## src/rtl/pipe_generator.sv

```systemverilog
// Source end of the scrolling pipe chain: emits empty columns, then pipe columns
// with an LFSR-chosen gap, advancing on a self-generated move tick.
module pipe_generator #(
    parameter int         ROWS       = 15,
    parameter int         GAP_SIZE   = 4,
    parameter int         GAP_BITS   = 4,
    parameter int         SPACING    = 6,
    parameter int         PIPE_WIDTH = 2,
    parameter int         MOVE_DIV   = 176,
    parameter logic [7:0] LFSR_SEED  = 8'hA5
) (
    input  logic            clk,
    input  logic            reset,
    input  logic            gameOver,
    output logic [ROWS-1:0] newPipe,
    output logic            move
);

    localparam int TICK_W  = (MOVE_DIV > 1) ? $clog2(MOVE_DIV) : 1;
    localparam int CNT_MAX = (SPACING > PIPE_WIDTH) ? SPACING : PIPE_WIDTH;
    localparam int CNT_W   = $clog2(CNT_MAX + 1);
    localparam int GL_W    = $clog2(ROWS + 1);
    localparam int N_SLOTS = ROWS - GAP_SIZE - 1;

    localparam logic [TICK_W-1:0] TICK_LAST = TICK_W'(MOVE_DIV - 1);
    localparam logic [CNT_W-1:0]  GAP_LAST  = CNT_W'(SPACING - 1);
    localparam logic [CNT_W-1:0]  PIPE_LAST = CNT_W'(PIPE_WIDTH - 1);

    typedef enum logic [0:0] {
        ST_GAP  = 1'b0,
        ST_PIPE = 1'b1
    } state_t;

    function automatic logic [7:0] lfsr_next(input logic [7:0] l);
        return {l[6:0], l[7] ^ l[5] ^ l[4] ^ l[3]};
    endfunction

    // Raw values past the last legal slot fold back to the bottom of the range.
    function automatic logic [GL_W-1:0] gap_lo_of(input logic [7:0] l);
        logic [GAP_BITS-1:0] raw;
        int                  idx;
        raw = l[GAP_BITS-1:0];
        if (int'(raw) >= N_SLOTS) begin
            idx = int'(raw) - N_SLOTS;
        end else begin
            idx = int'(raw);
        end
        return GL_W'(idx + 1);
    endfunction

    function automatic logic [ROWS-1:0] pipe_pattern(input logic [GL_W-1:0] lo);
        logic [ROWS-1:0] p;
        p = '1;
        for (int i = 0; i < ROWS; i++) begin
            if ((i >= int'(lo)) && (i < int'(lo) + GAP_SIZE)) begin
                p[i] = 1'b0;
            end else begin
                p[i] = 1'b1;
            end
        end
        return p;
    endfunction

    logic [TICK_W-1:0] tick_q, tick_d;
    logic              move_q, move_d;
    state_t            state_q, state_d;
    logic [CNT_W-1:0]  cnt_q, cnt_d;
    logic [GL_W-1:0]   gap_lo_q, gap_lo_d;
    logic [7:0]        lfsr_q, lfsr_d;
    logic [ROWS-1:0]   pipe_q, pipe_d;
    logic              step_s;

    assign step_s  = move_q & ~gameOver;
    assign newPipe = pipe_q;
    assign move    = move_q;

    // Free-running move divider; keeps running while the game is over.
    always_comb begin
        tick_d = tick_q;
        move_d = 1'b0;
        if (tick_q == TICK_LAST) begin
            tick_d = '0;
            move_d = 1'b1;
        end else begin
            tick_d = tick_q + TICK_W'(1);
            move_d = 1'b0;
        end
    end

    // Column sequencer: only advances on an accepted move.
    always_comb begin
        state_d  = state_q;
        cnt_d    = cnt_q;
        gap_lo_d = gap_lo_q;
        lfsr_d   = lfsr_q;
        pipe_d   = pipe_q;
        if (step_s) begin
            case (state_q)
                ST_GAP: begin
                    pipe_d = '0;
                    if (cnt_q == GAP_LAST) begin
                        state_d  = ST_PIPE;
                        cnt_d    = '0;
                        gap_lo_d = gap_lo_of(lfsr_q);
                        lfsr_d   = lfsr_next(lfsr_q);
                    end else begin
                        cnt_d = cnt_q + CNT_W'(1);
                    end
                end
                ST_PIPE: begin
                    pipe_d = pipe_pattern(gap_lo_q);
                    if (cnt_q == PIPE_LAST) begin
                        state_d = ST_GAP;
                        cnt_d   = '0;
                    end else begin
                        cnt_d = cnt_q + CNT_W'(1);
                    end
                end
                default: begin
                    state_d = ST_GAP;
                    cnt_d   = '0;
                    pipe_d  = '0;
                end
            endcase
        end else begin
            state_d = state_q;
        end
    end

    // State and output registers.
    always_ff @(posedge clk or negedge reset) begin
        if (!reset) begin
            tick_q   <= '0;
            move_q   <= 1'b0;
            state_q  <= ST_GAP;
            cnt_q    <= '0;
            gap_lo_q <= GL_W'(1);
            lfsr_q   <= LFSR_SEED;
            pipe_q   <= '0;
        end else begin
            tick_q   <= tick_d;
            move_q   <= move_d;
            state_q  <= state_d;
            cnt_q    <= cnt_d;
            gap_lo_q <= gap_lo_d;
            lfsr_q   <= lfsr_d;
            pipe_q   <= pipe_d;
        end
    end

endmodule

```

## config.mk

```make
export PLATFORM = sky130hd
export DESIGN_NAME = pipe_generator
export DESIGN_NICKNAME = d
export VERILOG_FILES = /design/src/rtl/pipe_generator.sv
export SDC_FILE = /design/constraint.sdc
export NUM_CORES = 1
export LEC_CHECK = 0
export CORE_MARGIN = 2
export CORE_UTILIZATION = 55
export CTS_CLUSTER_DIAMETER = 50
export DETAILED_ROUTE_END_ITERATION = 12
export PLACE_DENSITY_LB_ADDON = 0.08
export SLEW_MARGIN = 10
export SYNTH_ARGS = -nofsm -noshare
export SYNTH_HDL_FRONTEND = slang
export SYNTH_SLANG_ARGS = --single-unit
```

## constraint.sdc

```tcl
create_clock -name clk -period 1.9 [get_ports clk]
set_input_delay 0.38 -clock clk [delete_from_list [all_inputs] [get_ports clk]]
set_output_delay 0.38 -clock clk [all_outputs]
set_load 0.01 [all_outputs]
```

== Yosys cells after proc, flatten, opt, wreduce, memory -nomap -nowiden ==
Cells that the tools add are included.

* Add/sub/neg operators: 5
* $lt $le $gt $ge: 31
* Equality and inequality tests: 3
* Mux-type cells: 28
* Bitwise logic cells: 6
* Reductions and logical operators: 16

{| class="wikitable"
|+ Operator list
! operator !! count
|-
| 5-bit by 32-bit less-than comparator with 1-bit output, first input constant || 6
|-
| 4-bit by 32-bit less-than comparator with 1-bit output, first input constant || 4
|-
| 3-bit by 32-bit less-than comparator with 1-bit output, first input constant || 2
|-
| 1-bit by 32-bit less-than comparator with 1-bit output, first input constant || 1
|-
| 2-bit by 32-bit less-than comparator with 1-bit output, first input constant || 1
|-
| 15-bit case mux with 2 select lines || 1
|-
| 4-bit greater-or-equal comparator, first input constant || 7
|-
| 1-bit two-way mux || 18
|-
| 3-bit by 4-bit greater-or-equal comparator with 1-bit output, first input constant || 4
|-
| 4-bit two-way mux || 4
|-
| 1-bit logical AND || 15
|-
| 8-bit by 1-bit adder with 8-bit output, second input constant || 1
|-
| 8-bit equality test, second input constant || 1
|-
| 1-bit by 4-bit greater-or-equal comparator with 1-bit output, first input constant || 2
|-
| 2-bit by 4-bit greater-or-equal comparator with 1-bit output, first input constant || 2
|-
| 8-bit two-way mux || 1
|-
| 3-bit two-way mux || 2
|-
| 3-bit case mux with 2 select lines || 1
|-
| 4-bit by 3-bit adder with 5-bit output, second input constant || 1
|-
| 4-bit by 5-bit less-than comparator with 1-bit output, first input constant || 1
|-
| 4-bit by 2-bit adder with 4-bit output, second input constant || 1
|-
| 4-bit greater-or-equal comparator, second input constant || 1
|-
| 4-bit subtractor, second input constant || 1
|-
| 3-bit by 1-bit adder with 3-bit output, second input constant || 1
|-
| 7 further kinds || 10
|}

* Flip-flop bits (word level): 40
* Input port bits: 3
* Output and inout bits: 16
* Logic and storage cells: 96

== Logic depth before layout (Yosys ltp) ==
* Depth after elaboration: 6
* Depth in mapped cells: 6

== Worst setup path before layout ==
No wires, ideal clock.

* Path kind: register to register
* Start: register move_q (netlist: move)
* End: register gap_lo_q[1]
* Setup time: 0.125 ns
* Arrival time: 1.393 ns
* Data required time: 1.775 ns
* Path slack: 0.383 ns
* Cell stages (with the launch flop): 4
* Clock period less this slack: 1.517 ns
* Cell sequence: dfrtp_1 nand3b_4 nor4b_4 mux2_2

* Longest elaborated chain between the ends: 2

{| class="wikitable"
|+ RTL lines
! element !! RTL line !! RTL
|-
| from (decl) || 65 || <nowiki>logic move_q, move_d;</nowiki>
|-
| from (signal assigned) || 142 || <nowiki>move_q <= move_d;</nowiki>
|-
| 1-bit AND || 73 || <nowiki>assign step_s = move_q & ~gameOver;</nowiki>
|-
| 3-bit AND reduction (no source line) || -- ||
|-
| to (signal assigned) || 145 || <nowiki>gap_lo_q <= gap_lo_d;</nowiki>
|-
| to (decl) || 68 || <nowiki>logic [GL_W-1:0] gap_lo_q, gap_lo_d;</nowiki>
|}

No other way between the ends.
A chain may end at the register's enable or synchronous reset.

== Worst setup path in the final report ==
* Start: register tick_q[0]
* End: register tick_q[1]

* Longest elaborated chain between the ends: 2
* Elaborated cells on any way between the ends: 3

{| class="wikitable"
|+ RTL lines
! element !! RTL line !! RTL
|-
| from (decl) || 64 || <nowiki>logic [TICK_W-1:0] tick_q, tick_d;</nowiki>
|-
| from (signal assigned) || 141 || <nowiki>tick_q <= tick_d;</nowiki>
|-
| 8-bit by 1-bit adder with 8-bit output / 8-bit equality test (equally long branches) || 85, 81 ||
|-
| 8-bit two-way mux (*) || 81 || <nowiki>if (tick_q == TICK_LAST) begin</nowiki>
|-
| named net tick_d[1] || 64 ||
|}

The timed path passes the listed nets; every way through them passes the cells marked *.

==> results.md <==
* Clock skew at 0.00497 ns
* Vias in the first global route at 1,504
* Bufs on Longest Clock Path at 2
* Seq cells post-synth at 40
* Cell row count at 22
* Required time of the critical path at 2.07 ns
* Post-CTS resize count at 0
* Core area at 3630 um2
* Ratio of final minimum period to clock period at 87.9%
* Root buffer cell: clkbuf_8
* Synth area leaders: dfrtp_1 43%, dfstp_2 6.4%, nand2_1 6.4%
* Area delta synth->final at 17.7%
* Initial antenna violation count at 0
* Fin worst setup slack at 0.230 ns
* Post-synthesis mux area share at 4.31%
* Final Cell Area at 2420 um2
* CP Launch Type: flop
* Largest net degree at the start of global routing at 41
* Leak at 0.00113 uW
* Critical path, cell by cell: ha_1 > and3_1 > or3b_2 > nor2_2 > nor2b_1
* DIE HEIGHT at 65.2 um
* Detailed Route WL at 3640 um
* Hold Path Class: in2async
* Initial Utilization at 56.7%
* Synth unique cells at 38
* Via density at 5.45
* Avg Inst Size Synth at 10.0 um2
* Main synth FF type: dfrtp_1
* Slowest stage delay, CP at 0.49 ns
* Worst setup EP type: flop
* Largest family of logic cells by synthesized area: simple AND/OR/NAND/NOR gates
* Post-CTS Setup Inserts at 0
* Final setup violation count at 0
* Cell taking the most area after synthesis: dfrtp_1
* Avg WL per Cell at 13.0 um
* CTS sink cnt at 40
* Worst Path Arrival at 1.84 ns
* Mapped Cells at 205
* Sequential share of the synthesized area at 48.9%
* CP max stage cell: or3b_2
* Slew Limit Headroom at 67.7%
* Total CTS buffers at 5
* Complex-gate fraction of the synthesized area at 14.6%
* TritonCTS clock tree: yes
* Routed Antenna Nets at 0
* Half-perimeter wire length after placement at 2670 um
* Final hold vios at 0
* Synth async-reset ratio at 100%
* Power per Cell Area at 596 nW/um2
* Nets@finish at 245
* Clock transition at the registers of the reported paths at 0.07 ns
* GRT overflow at 0
* GP Congestion at 0.803
* Die W at 65.2 um
* Layout cells sized above 1 at 15.5%
* GRT Util Overall at 19.9%
* Pins Over Slew Limit at 0
* CTS H-tree lvls at 2
* Final core utilization at 66.7%
* Placed cell areas at 2330 um2
* Synthesized Nets at 218
* Die ar. at 4250 um2
* MaxCap Viol Count at 0
* Dpl cells at 273
* Xor/xnor share of the synthesized area at 4.25%
* Post-CTS Hold Fix Bufs at 0
* EDFF count, synth at 0
* Area share of the largest cell type after synthesis at 42.5%
* Final min period at 1.67 ns
* Routed vias at 1,531
* Worst-path fanout max at 5
* RSZ-0062 raised after global routing: no
* Layout Cells excl Fill at 281
* Most frequent cells after synthesis: 35 x dfrtp_1, 35 x nand2_1, 20 x o21ai_0, 12 x a21oi_1, 11 x nor2_1
* Io pins at 19
* Critical path class: reg2reg
* First-pass GRT wire length at 6580 um
* Syn. warnings at 0
* Mapped Area at 2060 um2
* Least-Margin Pin Slew at 0.484 ns
* Outcome: finished clean
* Adder-Cell Fraction of Synth Area at 6.08%
* I/O Buffers at 18
* Max rail drop VDD at 0.414 mV
* Drt first pass iters at 4
* Fmax at 0.599 GHz
* Pre-CTS setup slack at -0.00820 ns
* Worst skew pair latency at 0.29 ns
* 1st-iter DRT viols at 113
* Cell family with most CP delay: simple AND/OR/NAND/NOR gates
* Ant. Diodes at 0
* DRC at 0
* Critical path buffers and inverters at 0
* Simple-gate area share of the yosys netlist at 18.7%
metal layers:
metal	part of all wire [%]	global-route usage, %
met1	43	24.0
met2	51	33.4
met3	4.1	4.28
met4	2.2	10.2
met5	0	0
state kept, by name, indices dropped and copies added, names as in the netlist, named ones only:
register / count
newPipe: 15
lfsr_q: 8
tick_q: 8
gap_lo_q: 4
cnt_q: 3
move: 1
path summary, 6_finish.rpt:
kind,start,end,slack [ns],depth (start not counted)
worst max-delay path,tick_q[0],tick_q[1],0.23,5
worst min-delay path,reset,cnt_q[0],0.14,2
worst max register to register,tick_q[0],tick_q[1],0.23,5
worst min register to register,newPipe[11],newPipe[11],0.47,2
max in group asynchronous,reset,lfsr_q[5],1.40,2
min in group clk,newPipe[11],newPipe[11],0.47,2
layout by cell type, fill, tap and decap left out, types with 2 or more instances in the layout:
| cell type | n |
|---|---|
| nand2_1 | 35 |
| dfrtp_1 | 35 |
| o21ai_0 | 20 |
| clkdlybuf4s50_1 | 17 |
| a21oi_1 | 12 |
| nor2_1 | 11 |
| ha_1 | 10 |
| buf_4 | 9 |
| xnor2_1 | 8 |
| mux2_2 | 7 |
| nand3_1 | 6 |
| nor2b_1 | 6 |
| clkbuf_8 | 6 |
| nand2b_1 | 5 |
| dfstp_2 | 5 |
| inv_1 | 4 |
| a31oi_1 | 4 |
| nand3b_1 | 3 |
| a21boi_0 | 3 |
| nor2_2 | 2 |
| xor2_1 | 2 |
| a2bb2oi_1 | 2 |
| o21bai_1 | 2 |
| clkbuf_1 | 2 |
per-stage QoR:
step / power [uW] / setup TNS, ns / hold slack, ns
finish: 1440 / 0 / 0.141
detailed placement: 892 / -0.00820 / 0.454
global route: 1500 / 0 / 0.180
CTS: 1470 / 0 / 0.158
floorplan: 869 / 0 / 0.0844
global placement: 891 / -0.0842 / 0.451
worst register-to-register path, cell delays in order (launching register included):
cell and delay [ns]:
dfrtp_1 0.39, ha_1 0.20, and3_1 0.24, or3b_2 0.49, nor2_2 0.17, nor2b_1 0.07
area by class of cell:
class                   instances  area (um2)
clock buffers                   8        90.1
inverters                       4        15.0
repair buffers                 28         263
multi-input cells             153         988
well taps                      48        60.1
fillers                       296        1210
flip-flops and latches         40        1010
cell families (layout without fill, tap and decap cells):
group           Yosys count  count (layout)
fa+ha+maj                10              10
simple gates             75              75
xor+xnor                 10              10
flops                    40              40
buf+inv                  12              40
mux                       8               8
compound gates           50              50
power by group:
part	internal, uW	switching, uW
Sequential	851	0
Clock	296	274
Combinational	6.34	16.5
Total	1150	290
(Power assumes the default switching activity.)
